`src/rtl/mem_port_arbiter.sv`:
```
// Arbiter sharing one single-port, variable-latency memory between the
// instruction-fetch port and the load/store port, with a bounded wait.
// Note: rst_n is active-high (1 = reset) and asynchronous.
module mem_port_arbiter #(
    parameter int AW         = 32,
    parameter int DW         = 32,
    parameter int STARVE_MAX = 4,
    parameter int TIMEOUT    = 15
) (
    input  logic          clk,
    input  logic          rst_n,
    input  logic          if_req,
    input  logic [AW-1:0] if_addr,
    output logic          if_ack,
    output logic [DW-1:0] if_rdata,
    input  logic          d_req,
    input  logic          d_we,
    input  logic [AW-1:0] d_addr,
    input  logic [DW-1:0] d_wdata,
    output logic          d_ack,
    output logic [DW-1:0] d_rdata,
    output logic          err,
    output logic          m_req,
    output logic          m_we,
    output logic [AW-1:0] m_addr,
    output logic [DW-1:0] m_wdata,
    input  logic          m_ack,
    input  logic [DW-1:0] m_rdata,
    output logic          owner,
    output logic          busy
);
    localparam int SW = $clog2(STARVE_MAX + 1);
    localparam int TW = $clog2(TIMEOUT + 1);
    localparam logic [SW-1:0] STARVE_LIM = SW'(STARVE_MAX);
    localparam logic [TW-1:0] TIME_LIM   = TW'(TIMEOUT);

    typedef enum logic [1:0] {
        IDLE = 2'd0,
        XFER = 2'd1,
        RESP = 2'd2
    } state_t;

    state_t          state_reg,   state_next;
    logic            m_req_reg,   m_req_next;
    logic            m_we_reg,    m_we_next;
    logic [AW-1:0]   m_addr_reg,  m_addr_next;
    logic [DW-1:0]   m_wdata_reg, m_wdata_next;
    logic            owner_reg,   owner_next;
    logic [SW-1:0]   starve_reg,  starve_next;
    logic [TW-1:0]   timer_reg,   timer_next;
    logic [1:0]      ack_reg,     ack_next;
    logic [DW-1:0]   rdata_reg,   rdata_next;
    logic            err_reg,     err_next;
    logic            fetch_wins;
    logic [DW-1:0]   rdata_sel [2];

    // Data has priority unless fetch has been passed over STARVE_MAX times in a row.
    assign fetch_wins = if_req && (!d_req || (starve_reg == STARVE_LIM));

    always_comb begin
        state_next   = state_reg;
        m_req_next   = m_req_reg;
        m_we_next    = m_we_reg;
        m_addr_next  = m_addr_reg;
        m_wdata_next = m_wdata_reg;
        owner_next   = owner_reg;
        starve_next  = starve_reg;
        timer_next   = timer_reg;
        ack_next     = '0;
        rdata_next   = '0;
        err_next     = 1'b0;
        case (state_reg)
            IDLE: begin
                timer_next = '0;
                if (fetch_wins) begin
                    state_next   = XFER;
                    m_req_next   = 1'b1;
                    m_we_next    = 1'b0;
                    m_addr_next  = if_addr;
                    m_wdata_next = '0;
                    owner_next   = 1'b0;
                    starve_next  = '0;
                end else if (d_req) begin
                    state_next   = XFER;
                    m_req_next   = 1'b1;
                    m_we_next    = d_we;
                    m_addr_next  = d_addr;
                    m_wdata_next = d_wdata;
                    owner_next   = 1'b1;
                    if (!if_req) begin
                        starve_next = '0;
                    end else if (starve_reg != STARVE_LIM) begin
                        starve_next = starve_reg + 1'b1;
                    end
                end
            end
            XFER: begin
                if (m_ack) begin
                    state_next          = RESP;
                    m_req_next          = 1'b0;
                    ack_next[owner_reg] = 1'b1;
                    rdata_next          = m_rdata;
                end else if (timer_reg == TIME_LIM) begin
                    // Memory never answered: complete with an error and no data.
                    state_next          = RESP;
                    m_req_next          = 1'b0;
                    ack_next[owner_reg] = 1'b1;
                    err_next            = 1'b1;
                end else begin
                    timer_next = timer_reg + 1'b1;
                end
            end
            RESP: begin
                state_next   = IDLE;
                m_req_next   = 1'b0;
                m_we_next    = 1'b0;
                m_addr_next  = '0;
                m_wdata_next = '0;
                owner_next   = 1'b0;
                timer_next   = '0;
            end
            default: begin
                state_next = IDLE;
            end
        endcase
    end

    always_ff @(posedge clk or posedge rst_n) begin
        if (rst_n) begin
            state_reg   <= IDLE;
            m_req_reg   <= 1'b0;
            m_we_reg    <= 1'b0;
            m_addr_reg  <= '0;
            m_wdata_reg <= '0;
            owner_reg   <= 1'b0;
            starve_reg  <= '0;
            timer_reg   <= '0;
            ack_reg     <= '0;
            rdata_reg   <= '0;
            err_reg     <= 1'b0;
        end else begin
            state_reg   <= state_next;
            m_req_reg   <= m_req_next;
            m_we_reg    <= m_we_next;
            m_addr_reg  <= m_addr_next;
            m_wdata_reg <= m_wdata_next;
            owner_reg   <= owner_next;
            starve_reg  <= starve_next;
            timer_reg   <= timer_next;
            ack_reg     <= ack_next;
            rdata_reg   <= rdata_next;
            err_reg     <= err_next;
        end
    end

    // Read data is only visible on the requester currently being acknowledged.
    generate
        for (genvar gi = 0; gi < 2; gi++) begin : g_resp
            assign rdata_sel[gi] = ack_reg[gi] ? rdata_reg : '0;
        end
    endgenerate

    assign if_ack   = ack_reg[0];
    assign d_ack    = ack_reg[1];
    assign if_rdata = rdata_sel[0];
    assign d_rdata  = rdata_sel[1];
    assign err      = err_reg;
    assign m_req    = m_req_reg;
    assign m_we     = m_we_reg;
    assign m_addr   = m_addr_reg;
    assign m_wdata  = m_wdata_reg;
    assign owner    = owner_reg;
    assign busy     = (state_reg != IDLE);

endmodule
```
`config.mk`:
```
export PLATFORM = sky130hd
export DESIGN_NAME = mem_port_arbiter
export DESIGN_NICKNAME = d
export VERILOG_FILES = /design/src/rtl/mem_port_arbiter.sv
export SDC_FILE = /design/constraint.sdc
export NUM_CORES = 1
export LEC_CHECK = 0
export BUFFER_PORTS_ARGS = -buffer_cell sky130_fd_sc_hd__buf_2
export CAP_MARGIN = 20
export CORE_MARGIN = 4
export CORE_UTILIZATION = 42
export DETAILED_ROUTE_END_ITERATION = 16
export PLACE_DENSITY = 0.77
export SKIP_CTS_REPAIR_TIMING = 1
export SYNTH_ARGS = -nofsm -noshare
export SYNTH_HDL_FRONTEND = slang
export SYNTH_SLANG_ARGS = --single-unit
```
`constraint.sdc`:
```
create_clock -name clk -period 3.6 [get_ports clk]
set_clock_uncertainty 0.05 [all_clocks]
set_input_delay 0.72 -clock clk [delete_from_list [all_inputs] [get_ports clk]]
set_output_delay 0.72 -clock clk [all_outputs]
set_load 0.02 [all_outputs]
```
==> parameters.txt <==
Parameter                              Value

Run status
  Result of the run ... finished clean

Synth
  Dominant cells by area after synthesis ... sky130_fd_sc_hd__dfrtp_1 52%, sky130_fd_sc_hd__o311ai_2 9.1%, sky130_fd_sc_hd__and2_1 7.5%
  Synth top area share ... 0.518
  Number of library cell types mapped by synthesis ... 41
  Syn avg cell area ... 11.1 um^2
  Area leader, netlist ... sky130_fd_sc_hd__dfrtp_1
  Most common flop cell mapped by yosys ... sky130_fd_sc_hd__dfrtp_1
  Net Count, Synth ... between 600 and 700
  Cell count after synthesis ... ~480
  Number of enable-type register cells in the synthesized netlist ... 0
  Post-synthesis cell area ... between 5000 and 6000 um^2
  Proportion of synthesized chip area in sequential cells ... 0.518
  FFs w/ async S/R, synth ... 1.00
  Synthesis Warnings ... 0
  Synthesis-stage register bit count ... 111

Clock tree
  Clock tree from TritonCTS ... built
  Count of H-tree levels built during CTS ... 3
  Number of buffers on the longest clock path ... 2
  Root buffer cell ... sky130_fd_sc_hd__clkbuf_16
  Clock latency of the later-clocked register in the worst-skew pair ... 0.35 ns
  Clk slew on worst S/H paths ... around 0.07 ns
  Total clock sinks ... 111
  CTS buffer count ... 9

STA
  Final count of pins violating max slew ... 0
  Relative slew margins ... 0.493
  TNS Setup ... 0 ns
  Setup repair after global routing missed its margin ... false
  Period Utilization, post-route ... 0.665
  Setup violators final ... 0
  Achievable frequency ... 418 MHz
  Slew at the pin with the worst max-slew slack ... 0.761 ns
  Worst slack on hold paths ... 0.423 ns
  Final min period ... ~2.4 ns
  Final count of hold timing violations ... 0

Final layout
  Fin cells ... 900
  Area added between synthesis and finish ... 31.9%
  Antenna diode instance count ... 0
  Fin area ... between 7000 and 8000 um^2
  Post-layout net count ... 864
  Proportion of layout cells with a drive suffix above 1 ... 0.456
  Number of filler cells placed in the layout ... 1077

Pwr
  Clock group share of total power ... 0.198
  Standby leakage power ... 3.91 nW
  Int Power ... 0.00310 W
  Switching share of total power ... 0.416
  Register share of total power ... 0.355
  Pwr dens ... 750 nW/um^2
  Comb pwr share ... 0.447
  Net Switching ... around 0.0022 W
  Peak VDD IR ... slightly above 400 uV

Floorplan
  Initial Util ... 0.427
  Rows ... 41
  Width of the chip ... 121 um
  DIE AREA ... 14600 um^2
  Die Y ... 121 um
  I/O Pins ... 269
  Area of the core ... 12600 um^2

GRT
  Maximum number of pins on one net before global-route repair ... 112
  Aggregate global routing overflow ... 0
  Initial antenna violation count ... 0
  Number of global-route vias before repair ... 4768
  First-pass GRT wire length ... 23900 um
  Gr usage total ... 0.205

Placement
  Cell count after placement ... a little under 900
  Area after detailed placement ... 6770 um^2
  Detailed placement HPWL ... 11300 um
  Input/output buffers ... 268
  Weighted congestion reported at the end of routability-driven placement ... 0.852

Detailed routing
  DR iter-0 viols ... 387
  Antenna Violating Nets Remaining ... 0
  Final routed DRC violation total ... 0
  Wirelength, routed ... 15600 um
  Count of TritonRoute iterations in the first routing pass ... 5
  Detailed-route wire length per cell ... 17.3 um
  Via count normalized by instance count ... 5.34
  Routed vias ... 4809

Min path
  Hold Startpoint ... owner$_DFFE_PP0P_
  Hold Path End ... ack_reg[0]$_DFF_PP0_
  Hold Path Class ... register to register
  Hold path depth ... 1

Setup path
  Kind of end point of the critical path ... output pin
  Critical path data arrival time ... 1.62 ns
  Worst setup SP type ... register
  Flop2flop setup slack ... 1.21 ns
  Startpoint of the most critical register-to-register path ... state_reg[0]$_DFFE_PP0P_
  Worst-path fanout max ... 33
  Number of cells on the worst reg-to-reg path ... 7
  R2R Path End ... m_addr[31]$_DFFE_PP0P_
  WS Path Type ... register to output pin
  Required time of the worst setup path ... around 2.8 ns

Run
  Number of max-cap violations ... 0
-- worst max-delay path: stages (launching register included) --
cell	delay [ns]
sky130_fd_sc_hd__dfrtp_1	0.82
sky130_fd_sc_hd__and2_1	0.27
sky130_fd_sc_hd__buf_2	0.18
-- metrics by stage --
stage                     setup WS, ns  total power, W   util
final                             1.21         0.00531  0.563
after global routing              1.07         0.00562  0.563
after CTS                         1.17         0.00535  0.563
after detailed placement          1.08         0.00429  0.538
after global placement            1.15         0.00418  0.538
after floorplan                   1.49         0.00361      -
-- final cells by class --
class	instances	area, um^2	share of cell area
Multi-Input combinational cell	282	2190	0.310
Timing Repair Buffer	276	1410	0.200
Clock buffer	10	239	0.0338
Tap cell	172	215	0.0304
Sequential cell	111	2780	0.392
Clock inverter	6	75.1	0.0106
Inverter	43	165	0.0233
-- layer usage --
layer	share of wire	wire (um)	GRT usage
met5	0	0	0
met4	0.025	385	0.0829
met3	0.091	1420	0.0527
met2	0.49	7660	0.349
met1	0.39	6100	0.246
-- cells in the final DEF, fill, tap and decap left out, types with 2 or more instances in the layout --
master                       netlist  routed
sky130_fd_sc_hd__a21oi_1           4       4
sky130_fd_sc_hd__clkbuf_16         0       9
sky130_fd_sc_hd__a22o_1           33      33
sky130_fd_sc_hd__and3_1           33      33
sky130_fd_sc_hd__buf_4             6       7
sky130_fd_sc_hd__a211oi_1          2       2
sky130_fd_sc_hd__and2_1           64      64
sky130_fd_sc_hd__nand4_1          34      34
sky130_fd_sc_hd__o311ai_1          2       2
sky130_fd_sc_hd__inv_1            43      42
sky130_fd_sc_hd__o2bb2ai_1         2       2
sky130_fd_sc_hd__o311ai_2         30      30
sky130_fd_sc_hd__clkinvlp_4        0       2
sky130_fd_sc_hd__nand2_1           6       6
sky130_fd_sc_hd__ha_1              7       7
sky130_fd_sc_hd__buf_2             3     268
sky130_fd_sc_hd__dfrtp_1         111     111
sky130_fd_sc_hd__nor2b_1           2       2
sky130_fd_sc_hd__nor3_1            2       2
sky130_fd_sc_hd__nand3_1           3       3
sky130_fd_sc_hd__mux2i_1           2       2
sky130_fd_sc_hd__o21ai_0          36      36
sky130_fd_sc_hd__inv_6             0       2
-- how the worst max path moves through the flow --
| stage | slack (ns) | to | cells after the start | startpoint |
|---|---|---|---|---|
| detailed placement | 1.08 | m_addr[29]$_DFFE_PP0P_ | 4 | d_req |
| CTS | 1.17 | if_rdata[31] | 2 | ack_reg[0]$_DFF_PP0_ |
| finish | 1.21 | d_rdata[10] | 2 | ack_reg[1]$_DFF_PP0_ |
| floorplan | 1.49 | ack_reg[0]$_DFF_PP0_ | 1 | rst_n |
| global placement | 1.15 | m_addr[28]$_DFFE_PP0P_ | 4 | d_req |
| global route | 1.07 | d_rdata[10] | 2 | ack_reg[1]$_DFF_PP0_ |
-- synthesized netlist by cell type, types with 2 or more instances --
library cell,number
sky130_fd_sc_hd__buf_2,3
sky130_fd_sc_hd__o311ai_2,30
sky130_fd_sc_hd__buf_4,6
sky130_fd_sc_hd__nand2_1,6
sky130_fd_sc_hd__nand3_1,3
sky130_fd_sc_hd__a211oi_1,2
sky130_fd_sc_hd__mux2i_1,2
sky130_fd_sc_hd__clkbuf_1,30
sky130_fd_sc_hd__o2bb2ai_1,2
sky130_fd_sc_hd__nor2b_1,2
sky130_fd_sc_hd__and2_1,64
sky130_fd_sc_hd__buf_6,7
sky130_fd_sc_hd__nor3_1,2
sky130_fd_sc_hd__ha_1,7
sky130_fd_sc_hd__and3_1,33
sky130_fd_sc_hd__nand4_1,34
sky130_fd_sc_hd__dfrtp_1,111
sky130_fd_sc_hd__o21ai_1,2
sky130_fd_sc_hd__o21ai_0,36
sky130_fd_sc_hd__a22o_1,33
sky130_fd_sc_hd__a21oi_1,4
sky130_fd_sc_hd__o311ai_1,2
sky130_fd_sc_hd__inv_1,43
-- power groups by stage --
stage | clock, W | combinational [W] | sequential (W)
after detailed placement | 0 | 0.00239 | 0.00190
final | 0.00105 | 0.00238 | 0.00189
after CTS | 0.00108 | 0.00239 | 0.00188
after floorplan | 0 | 0.00143 | 0.00218
after global placement | 0 | 0.00229 | 0.00189
after global routing | 0.00113 | 0.00256 | 0.00193
-- cells by family after synthesis --
family / after synthesis / synth area share
AND/OR/NAND/NOR: 153 / 0.178
AO/OA/AOI/OAI: 119 / 0.205
flip-flops: 111 / 0.518
buffers and inverters: 89 / 0.0769
adder cells (fa/ha/maj): 7 / 0.0163
multiplexers: 3 / 0.00583
No activity file was read; power rests on OpenSTA's default activity.
